<file path="config.mk">
export PLATFORM = sky130hd
export DESIGN_NAME = instr_encoder_loader
export DESIGN_NICKNAME = d
export VERILOG_FILES = /design/src/rtl/instr_encoder_loader.sv
export SDC_FILE = /design/constraint.sdc
export NUM_CORES = 1
export LEC_CHECK = 0
export CAP_MARGIN = 20
export CORE_MARGIN = 8
export CORE_UTILIZATION = 25
export DETAILED_ROUTE_END_ITERATION = 10
export DONT_BUFFER_PORTS = 1
export GPL_ROUTABILITY_DRIVEN = 0
export HOLD_SLACK_MARGIN = 0.12
export PLACE_DENSITY = 0.39
export SKIP_CTS_REPAIR_TIMING = 1
export SLEW_MARGIN = 20
export SYNTH_ARGS = -nofsm -noshare
export SYNTH_HDL_FRONTEND = slang
export SYNTH_SLANG_ARGS = --single-unit
</file>
<file path="constraint.sdc">
create_clock -name clk -period 3.9 [get_ports clk]
set_clock_uncertainty 0.1 [all_clocks]
set_input_delay 0.975 -clock clk [delete_from_list [all_inputs] [get_ports clk]]
set_output_delay 0.975 -clock clk [all_outputs]
set_load 0.05 [all_outputs]
</file>
<file path="src/rtl/instr_encoder_loader.sv">
// instr_encoder_loader
// Packs instruction field bundles into 16-bit ISA words and writes them to
// consecutive imem addresses starting at 0. A load ends on HLT (done), on a
// field range violation (err_code 01) or when a non-HLT word fills the last
// usable address (err_code 10).
//
// Handshake: a bundle transfers on a rising edge where in_valid && in_ready.
// in_ready depends only on the FSM state (high exactly while LOAD), never on
// in_valid. The source holds its fields stable until the transfer completes.
module instr_encoder_loader #(
    parameter int AW    = 8,
    parameter int DEPTH = 256
) (
    input  logic          clk,
    input  logic          rst_n,
    input  logic          start,
    input  logic          in_valid,
    output logic          in_ready,
    input  logic [3:0]    in_op,
    input  logic [3:0]    in_fa,
    input  logic [3:0]    in_fb,
    input  logic [8:0]    in_fc,
    output logic          mem_we,
    output logic [AW-1:0] mem_addr,
    output logic [15:0]   mem_wdata,
    output logic          busy,
    output logic          done,
    output logic          err,
    output logic [1:0]    err_code,
    output logic [AW:0]   count,
    output logic [1:0]    state_dbg
);

    localparam logic [1:0] S_IDLE = 2'd0;
    localparam logic [1:0] S_LOAD = 2'd1;
    localparam logic [1:0] S_DONE = 2'd2;
    localparam logic [1:0] S_ERR  = 2'd3;

    localparam logic [1:0] E_RANGE = 2'b01;
    localparam logic [1:0] E_FULL  = 2'b10;

    localparam logic [AW-1:0] LAST_ADDR = AW'(DEPTH - 1);

    logic [1:0]    state;
    logic [AW-1:0] acc_addr;   // address the next accepted word will occupy
    logic          accept;
    logic          enc_ok;
    logic [15:0]   enc_word;
    logic          is_hlt;

    assign in_ready  = (state == S_LOAD);
    assign busy      = (state == S_LOAD);
    assign state_dbg = state;
    assign accept    = in_valid && in_ready;
    assign is_hlt    = (in_op == 4'hF);

    // Field packing and range check for the bundle currently presented.
    always_comb begin
        enc_ok   = 1'b1;
        enc_word = 16'h0000;
        case (in_op)
            4'hA, 4'hB: begin // LLB, LHB: 8-bit immediate
                enc_ok   = (in_fc[8] == 1'b0);
                enc_word = {in_op, in_fa, in_fc[7:0]};
            end
            4'hC: begin // B: 3-bit condition, 9-bit offset
                enc_ok   = (in_fa[3] == 1'b0);
                enc_word = {in_op, in_fa[2:0], in_fc};
            end
            4'hD: begin // BR: 3-bit condition, register target
                enc_ok   = (in_fa[3] == 1'b0);
                enc_word = {in_op, in_fa[2:0], 1'b0, in_fb, 4'b0000};
            end
            4'hE: begin // PCS
                enc_word = {in_op, in_fa, 8'h00};
            end
            4'hF: begin // HLT
                enc_word = 16'hF000;
            end
            default: begin // ALU, shifts, LW/SW: three 4-bit fields
                enc_ok   = (in_fc[8:4] == 5'd0);
                enc_word = {in_op, in_fa, in_fb, in_fc[3:0]};
            end
        endcase
    end

    // Load FSM, registered write port and status outputs.
    always_ff @(posedge clk or negedge rst_n) begin
        if (!rst_n) begin
            state     <= S_IDLE;
            acc_addr  <= '0;
            mem_we    <= 1'b0;
            mem_addr  <= '0;
            mem_wdata <= 16'h0000;
            done      <= 1'b0;
            err       <= 1'b0;
            err_code  <= 2'b00;
            count     <= '0;
        end else begin
            mem_we <= 1'b0;
            if (mem_we) begin
                count <= count + 1'b1;
            end
            case (state)
                S_LOAD: begin
                    if (accept) begin
                        if (!enc_ok) begin
                            state    <= S_ERR;
                            err      <= 1'b1;
                            err_code <= E_RANGE;
                        end else begin
                            mem_we    <= 1'b1;
                            mem_addr  <= acc_addr;
                            mem_wdata <= enc_word;
                            if (is_hlt) begin
                                state <= S_DONE;
                                done  <= 1'b1;
                            end else if (acc_addr == LAST_ADDR) begin
                                state    <= S_ERR;
                                err      <= 1'b1;
                                err_code <= E_FULL;
                            end else begin
                                acc_addr <= acc_addr + 1'b1;
                            end
                        end
                    end
                end
                default: begin
                    // A start is taken only once the final word of the previous
                    // load has been written, so its count is never lost.
                    if (start && !mem_we) begin
                        state    <= S_LOAD;
                        acc_addr <= '0;
                        done     <= 1'b0;
                        err      <= 1'b0;
                        err_code <= 2'b00;
                        count    <= '0;
                    end
                end
            endcase
        end
    end

endmodule

</file>
==> impl_metrics.ini, run 1 <==
[global_route]
antenna_found_initial = 0
grt_use_total_pct = 10.1
grt_pass1_wl_mm = 10.1
grt-ovfl-total = 0
grt_max_degree = 49
first_global_vias = 1746

[synthesis]
netlist_instances = 228
yosysTopAreaCell = dfrtp_1
ys_async_sr_fraction_pct = 100
synth_compound_area_share_pct = 16.9
ys_warn_count = 0
syn_nets = 255
synth.area.top_cells = dfrtp_1, nand2_1, mux2_2, o21ai_0, nor2_1
synth_top_family_by_area = simple AND/OR/NAND/NOR gates
synth_mux_area_share_pct = 5.87
syn_area_um2 = 2260
synth-xor-area-share_pct = 2.32
synth-adder-area-share_pct = 1.11
ys_seq_area_share_pct = 53.1
ys_ff_latch = 48
synth_edf_count = 0
avgSynthCellArea_um2 = 9.92
yosysTopAreaCellShare_pct = 53.1
yosys.area_share.simple_pct = 17.9
ys.flop_type = dfrtp_1
yosysUniqueCellTypes = 42

[timing]
worst_slack_ns = 0.609
tightestPinTransition_ns = 0.969
finalCriticalPeriod_ns = 3.29
post-route-period-util_pct = 84.4
grt_setup_unrepaired = no
fin_tns_setup_ns = 0
max_freq_mhz = 304
finalSetupViolCount = 0
hold_viol_final = 0
slew-limit-headroom_pct = 35.4
drv_slew = 0

[critical_path]
cp_slowest_stage_delay_ns = 0.65
path_buf_inv = 2
cp_slowest_cell = inv_1
startpoint_type = flop
crit_required_ns = 2.82
crit_path_end_kind = output pin
crit_fanout = 12
arrival_ns = 2.22
r2r_cells = 4
worstPathCellList = nand2b_1 -> inv_1 -> buf_4
r2r_setup_slack_ns = 0.94
startpoint = state_dbg[1]$_DFFE_PN0P_
path_class = reg -> out
worstReg2RegEnd = mem_addr[2]$_DFFE_PN0P_
rr_startpoint = state_dbg[1]$_DFFE_PN0P_
cp_top_family = buffers and inverters

[clocking]
insertion_delay_ns = 0.30
clkTransAtPathRegs_ns = 0.09
cts_sinks = 48
cts_buffers = 5
htree_num_levels = 2
clockBufferDepth = 2
cts_tree = done
root_buffer = clkbuf_8

[pwr]
power_leakage_nw = 1.09
p_per_area_nw_per_um2 = 764
finalPower_mw = 1.90
irDropWorstVdd_mv = 0.300

[cells_and_area]
n_antenna_cell = 0
fin_nets = 256
mostFrequentLayoutCell = dfrtp_1
layout_common_cells = dfrtp_1, nand2_1, o21ai_0, nor2_1, mux2_2
fin_util_pct = 28.3
drive_gt1_share_pct = 10.4
stdcell_count = 338
area_growth_pct = 9.80

[placement]
portBuffers = 0
dp_hpwl_mm = 4.52
dpl_worst_slack_ns = 0.892
dp.cells = 330

[die]
coreArea_um2 = 8760
rows = 34
die-area_um2 = 12300
die_x_um = 111
die_y_um = 111
start_util_pct = 25.8
io_pins = 67

[route]
routed_wl_mm = 6.14
vias = 1662
antenna_left = 0
avgRoutedWirePerCell_um = 18.2
route.detailed.drc = 0
vias_per_cell = 4.92
drt-initial-drc-count = 61
firstDrtPassIters = 4

[min_path]
min_path_type = in -> async

[job]
maxCapViolCount = 0

[status]
status = completed
cell type report:
class                   count  area, µm²
clock buffers               8       90.1
fillers                   944       6280
inverters                   5       18.8
multi-input cells         166       1010
flip-flops and latches     48       1200
well taps                 108        135
repair buffers              3       22.5
worst max path at each step:
stage | cells after the start | slack, ns | endpoint
6_report | 3 | 0.61 | busy
2_1_floorplan | 4 | 1.25 | in_ready
3_3_place_gp | 4 | 0.91 | mem_addr[2]$_DFFE_PN0P_
3_5_place_dp | 4 | 0.89 | mem_wdata[12]$_DFFE_PN0P_
4_1_cts | 3 | 0.58 | busy
5_1_grt | 3 | 0.52 | busy
kinds of logic after synthesis:
logic type	after synthesis
XOR/XNOR	6
AND/OR/NAND/NOR	85
flip-flops	48
adder cells (fa/ha/maj)	2
buffers and inverters	14
multiplexers	12
AO/OA/AOI/OAI	61
power breakdown:
part | leakage [nW] | switching [mW] | internal (mW)
Sequential | 0.629 | 0.584 | 0.635
Combinational | 0.411 | 0.229 | 0.134
Clock | 0.0455 | 0.169 | 0.145
flip-flops by register name, indices dropped and copies added, names as in the netlist:
signal	flops
mem_wdata	16
mem_we	1
acc_addr	8
err	1
state_dbg	2
count	9
mem_addr	8
done	1
err_code	2
metal layers:
layer | wire length (µm) | vias to the layer above | part of all wire (%) | GRT usage, %
met4 | 59 | 0 | 0.96 | 2.93
met2 | 2880 | 49 | 47 | 15.7
met3 | 573 | 7 | 9.3 | 4.76
li1 | - | 812 | - | -
met1 | 2620 | 794 | 43 | 12.1
met5 | 0 | - | 0 | 0
cell usage after synthesis (2+ instances only):
cell type / instances
a21oi_1: 9
a22oi_1: 9
a31oi_1: 5
a32oi_1: 2
and3_1: 2
buf_2: 5
clkbuf_1: 3
dfrtp_1: 48
ha_1: 2
inv_1: 5
mux2_2: 10
mux2i_1: 2
nand2_1: 31
nand3_1: 8
nand4_1: 4
nor2_1: 21
nor2b_1: 3
nor3_1: 4
o2111ai_1: 2
o211ai_1: 2
o21a_1: 4
o21ai_0: 21
o21ai_1: 2
or3_1: 2
xnor2_1: 2
xor2_1: 4
stage by stage:
| stage | area [µm²] | hold WS [ns] |
|---|---|---|
| floorplan | 2260 | 0.396 |
| global placement | 2390 | 0.445 |
| detailed placement | 2390 | 0.440 |
| CTS | 2480 | 0.240 |
| global route | 2480 | 0.236 |
| finish | 2480 | 0.263 |
Power figures use the tool's default switching activity.
==> run 2, diff against run 1 <==
PLACE_DENSITY = 0.41   (was 0.39)
clock period = 2.9 ns   (was 3.9 ns; I/O delays follow)
==> impl_metrics.ini, run 2 (synthesized netlist as in run 1, its figures left out) <==
[critical_path]
startpoint_type = flop
arrival_ns = 1.59
worstPathCellList = nand2b_1 -> inv_1 -> buf_4
crit_required_ns = 2.08
cp_slowest_cell = dfrtp_1
crit_path_end_kind = output pin
cp_slowest_stage_delay_ns = 0.38
crit_fanout = 12
path_class = reg -> out

[clocking]
root_buffer = clkbuf_8
cts_tree = done
cts_buffers = 5
cts_sinks = 48
clockBufferDepth = 2
clkTransAtPathRegs_ns = 0.09
htree_num_levels = 2
insertion_delay_ns = 0.30

[pwr]
irDropWorstVdd_mv = 0.283
power_leakage_nw = 1.12
pwr-share-clk_pct = 18.3
p_per_area_nw_per_um2 = 1040
internal_power_mw = 1.31
combPwrFrac_pct = 20.9
sw_frac_of_total_pct = 50.6
power.switching_mw = 1.35
seqPwrFrac_pct = 60.8

[cells_and_area]
top_register = mem_wdata
largest_register_ffs = 16
layout_common_cells = dfrtp_1, nand2_1, o21ai_0, nor2_1, mux2_2
largestRegisters = mem_wdata (16), count (9)
multi_input_area_um2 = 1010
n_antenna_cell = 0
drive_gt1_share_pct = 12.4
area_growth_pct = 12.8
mostFrequentLayoutCell = dfrtp_1
seq_area_um2 = 1200
fillers = 923
fin_nets = 260

[global_route]
grt_use_total_pct = 9.68
antenna_found_initial = 0
grt_pass1_wl_mm = 9.72
first_global_vias = 1654
grt_max_degree = 49
grt-ovfl-total = 0

[timing]
fin_tns_setup_ns = 0
tightestPinTransition_ns = 0.822
hold_viol_final = 0
whs_ns = 0.169
max_freq_mhz = 415
slew-limit-headroom_pct = 45.1
finalCriticalPeriod_ns = 2.41
drv_slew = 0
post-route-period-util_pct = 83.2
grt_setup_unrepaired = no
finalSetupViolCount = 0

[min_path]
min_path_type = in -> async

[die]
io_pins = 67
die_x_um = 111
coreArea_um2 = 8760
die-area_um2 = 12300
die_y_um = 111
rows = 34
start_util_pct = 25.8

[placement]
portBuffers = 0
dp_hpwl_mm = 4.45

[status]
status = completed

[route]
vias = 1705
drt-initial-drc-count = 118
firstDrtPassIters = 6
antenna_left = 0
vias_per_cell = 4.99
route.detailed.drc = 0
avgRoutedWirePerCell_um = 17.7
routed_wl_mm = 6.07

[job]
maxCapViolCount = 0
[run 2: cell count changes in the layout (fill, tap and decap cells not counted), sizes merged]
cell    change
bufinv      +1
buf         +4
clkbuf      -2
clkinv      +1
[run 2: worst paths after layout]
kind | from | slack [ns] | endpoint | depth (start not counted)
min reg2reg | acc_addr[0]$_DFFE_PN0P_ | 0.46 | acc_addr[0]$_DFFE_PN0P_ | 1
min in group clk | in_fc[2] | 0.45 | mem_wdata[2]$_DFFE_PN0P_ | 2
max in group asynchronous | rst_n | 2.30 | err$_DFFE_PN0P_ | 1
max | state_dbg[1]$_DFFE_PN0P_ | 0.49 | busy | 3
min | rst_n | 0.17 | mem_wdata[11]$_DFFE_PN0P_ | 1
max reg2reg | state_dbg[0]$_DFFE_PN0P_ | 0.60 | acc_addr[5]$_DFFE_PN0P_ | 6
[run 2: metrics by stage]
stage          setup WS (ns)  instances  utilization (%)  area (µm²)  total power [mW]
2_1_floorplan          0.499        228                -        2260              2.00
3_3_place_gp           0.528        333             27.6        2410              2.18
3_5_place_dp           0.504        333             27.6        2410              2.19
4_1_cts                0.468        341             28.8        2520              2.69
5_1_grt                0.344        342             29.1        2550              2.83
6_report               0.488        342             29.1        2550              2.66
[run 2: area by class of cell]
type,count,share of cell area (%)
timing repair buffer,7,2.85
clock inverter,2,1.37
multi-input combinational,166,39.8
sequential,48,47.1
tap,108,5.30
clock buffer,6,2.85
inverter,5,0.736
[run 2: critical path, delay by kind of cell (launching register included)]
family,cells,cell delay (ns)
AND/OR/NAND/NOR,1,0.24
buffers and inverters,2,0.68
flip-flops,1,0.38
[run 2: power groups by stage]
stage	Combinational [mW]	Sequential [mW]	Clock, mW
2_1_floorplan	0.397	1.60	0
3_3_place_gp	0.536	1.65	0
3_5_place_dp	0.543	1.65	0
4_1_cts	0.547	1.63	0.508
5_1_grt	0.632	1.66	0.538
6_report	0.555	1.62	0.487
[run 2: layer usage]
| metal | track usage (%) | up-vias | share of wire [%] |
|---|---|---|---|
| met2 | 14.1 | 59 | 44 |
| li1 | - | 825 | - |
| met3 | 5.19 | 2 | 11 |
| met1 | 12.0 | 819 | 45 |
| met5 | 0 | - | 0 |
| met4 | 2.67 | 0 | 0.48 |
==> run 3, diff against run 2 <==
PLACE_DENSITY = 0.39   (was 0.41)
clock period = 2.52 ns   (was 2.9 ns; I/O delays follow)
==> impl_metrics.ini, run 3 (synthesized netlist as in run 1, its figures left out) <==
[cells_and_area]
mostFrequentLayoutCell = dfrtp_1
largestRegisters = mem_wdata (16), count (9)
area_growth_pct = 16.5
fin_nets = 265
top_register = mem_wdata
drive_gt1_share_pct = 14.2
largest_register_ffs = 16
n_antenna_cell = 0
layout_common_cells = dfrtp_1, nand2_1, o21ai_0, nor2_1, mux2_2

[global_route]
grt_pass1_wl_mm = 10.3
antenna_found_initial = 0
grt_max_degree = 49
first_global_vias = 1786
grt_use_total_pct = 10.3
grt-ovfl-total = 0

[die]
rows = 34
io_pins = 67
die_x_um = 111
coreArea_um2 = 8760
start_util_pct = 25.8
die-area_um2 = 12300
die_y_um = 111

[status]
status = completed

[timing]
max_freq_mhz = 424
fin_tns_setup_ns = 0
tightestPinTransition_ns = 0.626
finalSetupViolCount = 0
post-route-period-util_pct = 93.5
worst_slack_ns = 0.164
hold_viol_final = 0
finalCriticalPeriod_ns = 2.36
grt_setup_unrepaired = no
slew-limit-headroom_pct = 58.3
drv_slew = 0

[critical_path]
worstPathCellList = nand2b_1 -> inv_1 -> buf_4
path_class = reg -> out
r2r_cells = 6
crit_required_ns = 1.79
cp_slowest_stage_delay_ns = 0.42
startpoint_type = flop
arrival_ns = 1.63
crit_path_end_kind = output pin
crit_fanout = 11
cp_slowest_cell = inv_1

[pwr]
p_per_area_nw_per_um2 = 1200
irDropWorstVdd_mv = 0.445
power_leakage_nw = 1.17

[clocking]
cts_buffers = 5
insertion_delay_ns = 0.30
cts_tree = done
root_buffer = clkbuf_8
cts_sinks = 48
clockBufferDepth = 2
htree_num_levels = 2
clkTransAtPathRegs_ns = 0.09

[route]
routed_wl_mm = 6.10
firstDrtPassIters = 4
vias = 1712
route.detailed.drc = 0
antenna_left = 0
avgRoutedWirePerCell_um = 17.6
vias_per_cell = 4.93
drt-initial-drc-count = 80

[placement]
dp_hpwl_mm = 4.48
portBuffers = 0
dpl_worst_slack_ns = 0.213

[job]
maxCapViolCount = 0

[min_path]
min_path_type = in -> reg
whs_path_depth = 2
## run 3: cell count changes in the layout (fill, tap and decap cells not counted)
cell           previous run  this run
clkbuf_1                  1         0
buf_12                    0         2
clkinv_2                  1         0
buf_4                     6         8
clkbuf_8                  5         7
dlygate4sd3_1             0         1
## run 3: cell type report
cell class / instances / area [µm²]
clock buffers: 7 / 96.3
repair buffers: 12 / 138
inverters: 5 / 18.8
fillers: 915 / 6130
flip-flops and latches: 48 / 1200
well taps: 108 / 135
clock inverters: 1 / 30.0
multi-input cells: 166 / 1010
## run 3: through the flow
step	total power [mW]	util, %	hold WS, ns	std cells	instance area [µm²]
5_1_grt	3.37	30.1	0.345	347	2630
3_3_place_gp	2.56	28.2	0.238	337	2470
6_report	3.16	30.1	0.356	347	2630
3_5_place_dp	2.57	28.2	0.238	337	2470
4_1_cts	3.21	29.6	-0.103	345	2600
2_1_floorplan	2.30	-	0.234	228	2260
## run 3: worst max-delay path: cells and delay by family (launching register included)
family	cells	cell delay (ns)
buffers and inverters	2	0.72
DFF	1	0.38
and+or+nand+nor	1	0.24
## run 3: worst paths after layout
| kind | slack [ns] | endpoint | start |
|---|---|---|---|
| max in group asynchronous | 1.37 | acc_addr[5]$_DFFE_PN0P_ | rst_n |
| worst min register to register | 0.46 | acc_addr[0]$_DFFE_PN0P_ | acc_addr[0]$_DFFE_PN0P_ |
| worst max-delay path | 0.16 | in_ready | state_dbg[1]$_DFFE_PN0P_ |
| worst max register to register | 0.22 | acc_addr[1]$_DFFE_PN0P_ | state_dbg[1]$_DFFE_PN0P_ |
| min in group asynchronous | 0.73 | err$_DFFE_PN0P_ | rst_n |
| worst min-delay path | 0.36 | mem_wdata[3]$_DFFE_PN0P_ | in_fc[3] |
## run 3: power by group
group          switching, mW  total, mW  internal [mW]
registers              0.811       1.79          0.983
logic                  0.477      0.752          0.275
clock network          0.265      0.615          0.351
## run 3: per-layer routing
layer  GRT usage, %  part of all wire, %  routed length, µm
met1           12.4                   44               2670
met2           16.0                   47               2840
met3           4.98                  9.2                562
met4           2.67                 0.49                 30
met5              0                    0                  0
